### config.mk
export PLATFORM = sky130hd
export DESIGN_NAME = dispc_string_encoder
export DESIGN_NICKNAME = d
export VERILOG_FILES = /design/src/rtl/dispc_string_encoder.sv
export SDC_FILE = /design/constraint.sdc
export NUM_CORES = 1
export LEC_CHECK = 0
export CAP_MARGIN = 10
export CELL_PAD_IN_SITES_DETAIL_PLACEMENT = 0
export CELL_PAD_IN_SITES_GLOBAL_PLACEMENT = 1
export CORE_MARGIN = 10
export CORE_UTILIZATION = 45
export CTS_BUF_LIST = sky130_fd_sc_hd__clkbuf_8
export CTS_CLUSTER_SIZE = 25
export DETAILED_ROUTE_END_ITERATION = 10
export DONT_BUFFER_PORTS = 1
export GPL_TIMING_DRIVEN = 0
export PLACE_DENSITY_LB_ADDON = 0.1
export RECOVER_POWER = 50
export SYNTH_ARGS = -nofsm -noshare
export SYNTH_HDL_FRONTEND = slang
export SYNTH_SLANG_ARGS = --single-unit
export TNS_END_PERCENT = 50
### constraint.sdc
create_clock -name clk -period 1.6 [get_ports clk]
set_input_delay 0.32 -clock clk [delete_from_list [all_inputs] [get_ports clk]]
set_output_delay 0.32 -clock clk [all_outputs]
set_load 0.02 [all_outputs]
### src/rtl/dispc_string_encoder.sv
// Packs a 7-bit ASCII character stream, three per word, into DISPC instruction words
// and writes them to instruction memory at consecutive addresses, optionally followed by EXIT.
module dispc_string_encoder #(
   parameter int unsigned ADDR_W      = 10,
   parameter logic [1:0]  DATATYPE    = 2'b00,
   parameter bit          APPEND_EXIT = 1'b1
) (
   input  logic              clk,
   input  logic              reset,
   input  logic              start,
   input  logic [ADDR_W-1:0] base_addr,
   input  logic              ch_valid,
   input  logic [6:0]        ch_data,
   input  logic              ch_last,
   output logic              ch_ready,
   output logic              wr_en,
   output logic [ADDR_W-1:0] wr_addr,
   output logic [31:0]       wr_data,
   input  logic              wr_ready,
   output logic              busy,
   output logic              done,
   output logic [ADDR_W-1:0] word_count
);

   localparam int unsigned CHAR_W    = 7;
   localparam int unsigned SLOT_W    = 2;
   localparam logic [5:0]  OPC_DISPC = 6'b011010;
   localparam logic [31:0] EXIT_WORD = 32'h0400_0000;

   typedef struct packed {
      logic [5:0]        opcode;
      logic [1:0]        datatype;
      logic [CHAR_W-1:0] char_a;
      logic [CHAR_W-1:0] char_b;
      logic [CHAR_W-1:0] char_c;
      logic [2:0]        pad;
   } dispc_word_t;

   typedef enum logic [2:0] {
      S_IDLE,
      S_COLLECT,
      S_EMIT,
      S_EXITW,
      S_FIN
   } state_t;

   state_t            state, state_nxt;
   logic [SLOT_W-1:0] slot_cnt;
   logic [CHAR_W-1:0] char_a, char_b, char_c;
   logic [CHAR_W-1:0] a_nxt, b_nxt, c_nxt;
   logic              last_q;
   logic              accept;
   dispc_word_t       word_c;

   // Next state, character slot fill and packed word for the completing character
   always_comb begin
      state_nxt = state;
      accept    = 1'b0;
      a_nxt     = char_a;
      b_nxt     = char_b;
      c_nxt     = char_c;
      case (state)
         S_IDLE: begin
            if (start) state_nxt = S_COLLECT;
         end
         S_COLLECT: begin
            accept = ch_valid & ch_ready;
            if (accept) begin
               case (slot_cnt)
                  2'd0:    a_nxt = ch_data;
                  2'd1:    b_nxt = ch_data;
                  default: c_nxt = ch_data;
               endcase
               if (slot_cnt == 2'd2 || ch_last) state_nxt = S_EMIT;
            end
         end
         S_EMIT: begin
            if (wr_ready) begin
               if (!last_q)          state_nxt = S_COLLECT;
               else if (APPEND_EXIT) state_nxt = S_EXITW;
               else                  state_nxt = S_FIN;
            end
         end
         S_EXITW: begin
            if (wr_ready) state_nxt = S_FIN;
         end
         S_FIN: begin
            state_nxt = S_IDLE;
         end
         default: begin
            state_nxt = S_IDLE;
         end
      endcase
      word_c = '{opcode: OPC_DISPC, datatype: DATATYPE, char_a: a_nxt,
                 char_b: b_nxt, char_c: c_nxt, pad: 3'b000};
   end

   // State register plus registered outputs decoded from the next state
   always_ff @(posedge clk) begin
      if (reset) begin
         state      <= S_IDLE;
         slot_cnt   <= '0;
         char_a     <= '0;
         char_b     <= '0;
         char_c     <= '0;
         last_q     <= 1'b0;
         ch_ready   <= 1'b0;
         wr_en      <= 1'b0;
         wr_addr    <= '0;
         wr_data    <= '0;
         busy       <= 1'b0;
         done       <= 1'b0;
         word_count <= '0;
      end else begin
         state    <= state_nxt;
         ch_ready <= (state_nxt == S_COLLECT);
         wr_en    <= (state_nxt == S_EMIT) || (state_nxt == S_EXITW);
         busy     <= (state_nxt == S_COLLECT) || (state_nxt == S_EMIT) ||
                     (state_nxt == S_EXITW);
         done     <= (state_nxt == S_FIN);
         case (state)
            S_IDLE: begin
               if (start) begin
                  wr_addr    <= base_addr;
                  word_count <= '0;
                  slot_cnt   <= '0;
                  char_a     <= '0;
                  char_b     <= '0;
                  char_c     <= '0;
                  last_q     <= 1'b0;
               end
            end
            S_COLLECT: begin
               if (accept) begin
                  char_a   <= a_nxt;
                  char_b   <= b_nxt;
                  char_c   <= c_nxt;
                  slot_cnt <= slot_cnt + SLOT_W'(1);
                  last_q   <= ch_last;
                  if (state_nxt == S_EMIT) wr_data <= word_c;
               end
            end
            S_EMIT: begin
               if (wr_ready) begin
                  wr_addr    <= wr_addr + ADDR_W'(1);
                  word_count <= word_count + ADDR_W'(1);
                  slot_cnt   <= '0;
                  char_a     <= '0;
                  char_b     <= '0;
                  char_c     <= '0;
                  if (state_nxt == S_EXITW) wr_data <= EXIT_WORD;
               end
            end
            S_EXITW: begin
               if (wr_ready) begin
                  wr_addr    <= wr_addr + ADDR_W'(1);
                  word_count <= word_count + ADDR_W'(1);
               end
            end
            default: begin
            end
         endcase
      end
   end

endmodule
==> key figures <==
Clocking
  – Clock tree buffer depth: 2
  – CTS root buf: clkbuf_8
  – CTS clk-pin slew, worst paths: 0.10 ns
  – Depth of the CTS H-tree: 3
  – Clock sink total: 74
  – CTS tree: built
  – Total CTS buffers: 9
  – Clock Latency Late Sink: 0.36 ns

Timing
  – Final Slew Violations: 0
  – Fmax: 567 MHz
  – Unrepaired setup endpoints after global routing: true
  – Fin. Hold Viols: 0
  – Final Cycle Share: 110%
  – Worst-margin pin slew: 0.818 ns
  – Final setup fails: 28
  – Setup ws final: -0.163 ns
  – Slew HR: 45.4%
  – Final clock skew: 0.0118 ns
  – Crit path time final: 1.76 ns

Layout
  – Post-route cell area: 0.00467 mm²
  – Layout area overhead: 36.3%
  – Nets: 438
  – Layout cells sized above 1: 34.5%
  – Filler cells: 588
  – ANT cells: 0
  – Area of the multi-input gates: ~0.0021 mm²
  – FF/Latch Area: 0.00150 mm²

Floorplanning
  – Starting Density: 46.7%
  – Die Span X: 107 µm
  – Die area: 0.0115 mm²
  – Die H: 107 µm
  – Num ports: 79
  – Site Rows: 31
  – Core area: ~0.0073 mm²

Routing
  – Via count: 2,909
  – DRC viols: 0
  – First-pass DRT Iterations: 4
  – Vias per cell: 5.66
  – Number of DRC markers in iteration 0: between 100 and 150
  – Avg WL per Cell: 19.2 µm
  – Antenna-violating nets left: 0
  – Final wirelength: about 10 mm

Placement
  – Port Buffers: 0
  – Post-detail-place hpwl: 6.42 mm
  – Placed Area: 0.00361 mm²
  – GPL Wtd Cong: 0.751

Logic synthesis
  – Post-synth EDFFs: 0
  – Post-synthesis register bit count: 74
  – Commonest cells in the netlist: 74 x dfxtp_1, 30 x inv_1, 22 x mux2i_1, 22 x nor2_1, 22 x o32ai_1
  – Synthesized area per cell: between 9 and 10 µm²
  – Warnings, synthesis: 0
  – Post-Syn Area: around 0.0034 mm²
  – Post-synth cell types: 65
  – Ys flop type: dfxtp_1
  – Largest area contributor in the netlist: dfxtp_1
  – Top-count cell post-synth: dfxtp_1
  – Synth top area cells: dfxtp_1 43%, mux2i_1 6.4%, o32ai_1 5.6%, a22o_1 5.4%, inv_1 3.3%
  – Post-synthesis sequential area ratio: 43.3%
  – FFs w/ async S/R, synth: 0%
  – Top-area cell type share of the netlist area: approximately 43%
  – Cells after Synth: 355

Global routing
  – Tot GR Track Use: 15.8%
  – Vias in the first global route: 2,774
  – Largest net degree at the start of global routing: 16
  – First-pass GRT wire length: 14.6 mm
  – Initial antenna violation count: 0
  – GR Overflow Total: 0

Setup path
  – Data required, critical path: between 1.5 and 2 ns
  – Critical path's slowest cell: or4b_4
  – Crit-path cells: or4b_4 > a21oi_4 > nand4_1 > mux2_4
  – CP Buf/Inv Count: 0
  – CP Class: flop to flop
  – Largest stage delay, worst path: 0.62 ns
  – CP endpoint kind: flop
  – Startpoint types: flop
  – Crit path max fanout: 7
  – Delay-heaviest family, CP: simple AND/OR/NAND/NOR gates
  – Arr. time, crit path: about 2 ns

Power and ir drop
  – Tot Pwr: 3.80 mW
  – Leakage power: ~1.8 nW
  – VDD IR max: 0.666 mV
  – PwrDens: 814 mW/mm²

Run
  – Max cap viols: 0

Status
  – Run status: complete, but fails checks
  – Failing checks: setup timing

Hold path
  – Class of the worst hold path: primary input to flop
==> worst paths after layout <==
kind         cells past startpoint                          to  slack [ns]              startpoint
max reg2reg                      4  word_count[9]$_SDFFE_PP0P_       -0.16     state[1]$_SDFF_PP0_
min reg2reg                      1      char_a[5]$_SDFFE_PP0P_        0.48  char_a[5]$_SDFFE_PP0P_
min                              1      char_b[3]$_SDFFE_PP0P_        0.09              ch_data[3]
max                              4  word_count[9]$_SDFFE_PP0P_       -0.16     state[1]$_SDFF_PP0_
==> where the power goes <==
group,switching (mW),internal (mW)
clock network,0.786,0.589
logic,0.248,0.223
registers,0.0792,1.87
==> worst register-to-register path: cells and delay by family (launching register included) <==
kind / cells / cell delay, ns
AOI/OAI and AO/OA: 1 / 0.19
DFF: 1 / 0.38
and+or+nand+nor: 2 / 0.76
muxes: 1 / 0.32
==> state kept, by name, summed over array words and instances (netlist names) <==
register / flops
busy: 1
ch_ready: 1
state: 3
wr_addr: 10
slot_cnt: 2
wr_data: 23
char_a: 7
done: 1
char_c: 7
last_q: 1
word_count: 10
char_b: 7
wr_en: 1
==> per-layer routing <==
layer  GRT usage, %  vias to the layer above  part of all wire (%)
li1               -                     1415                     -
met1           18.2                     1416                    41
met2           26.0                       70                    51
met3           6.59                        8                   7.9
met4           4.84                        0                   1.0
met5              0                        -                     0
==> repair_timing <==
item / in CTS / in global routing
hold buffers: 0 / 0
gates cloned: 2 / 2
pin swaps: 18 / 38
endpoints found under the setup margin: 55 / 62
gates resized for setup: 50 / 58
setup buffers: 22 / 16
==> cells in the final DEF, fill, tap and decap left out, types with 4 or more instances in the layout <==
cell | Yosys | layout
a22o_1 | 21 | 21
nand2b_1 | 6 | 5
clkinv_4 | 0 | 4
dfxtp_1 | 74 | 68
o211ai_1 | 5 | 5
ha_1 | 5 | 4
xnor2_1 | 4 | 4
dfxtp_4 | 0 | 4
conb_1 | 1 | 7
clkbuf_1 | 5 | 4
a21oi_1 | 17 | 15
o32ai_2 | 0 | 16
and3_1 | 4 | 4
clkbuf_8 | 0 | 9
nand2_1 | 11 | 9
buf_6 | 2 | 13
mux2i_1 | 22 | 21
inv_1 | 30 | 30
buf_4 | 12 | 34
nor2_1 | 22 | 18
nand3_1 | 6 | 4
o21ai_0 | 13 | 9
buf_8 | 0 | 6
==> area by class of cell <==
| class | instances | share of cell area (%) |
|---|---|---|
| Buffer | 22 | 4.29 |
| Tap cell | 99 | 2.65 |
| Timing Repair Buffer | 42 | 9.76 |
| Clock buffer | 9 | 2.65 |
| Sequential cell | 74 | 32.1 |
| Inverter | 30 | 2.41 |
| Clock inverter | 7 | 1.34 |
| Multi-Input combinational cell | 231 | 44.8 |
==> metrics by stage <==
step	utilization, %	hold slack [ns]	instances	setup WS [ns]	setup TNS (ns)
finish	63.7	0.0886	514	-0.163	-2.77
global route	63.7	0.0722	514	-0.191	-5.30
CTS	57.8	0.0811	498	-0.181	-2.53
detailed placement	49.3	0.456	460	-0.368	-12.81
global placement	49.3	0.454	460	-0.336	-12.20
floorplan	-	0.442	361	-0.126	-0.287
==> logic make-up (layout without fill, tap and decap cells) <==
logic type / Yosys count / count (layout) / synth area share [%]
other: 1 / 7 / 0.110
adders and majority gates: 5 / 5 / 1.83
muxes: 23 / 23 / 6.76
DFF: 74 / 74 / 43.3
buffers and inverters: 56 / 110 / 8.11
AOI/OAI and AO/OA: 103 / 103 / 22.8
and+or+nand+nor: 87 / 87 / 15.6
xor gates and xnor gates: 6 / 6 / 1.53
No activity file was read; power rests on OpenSTA's default activity.
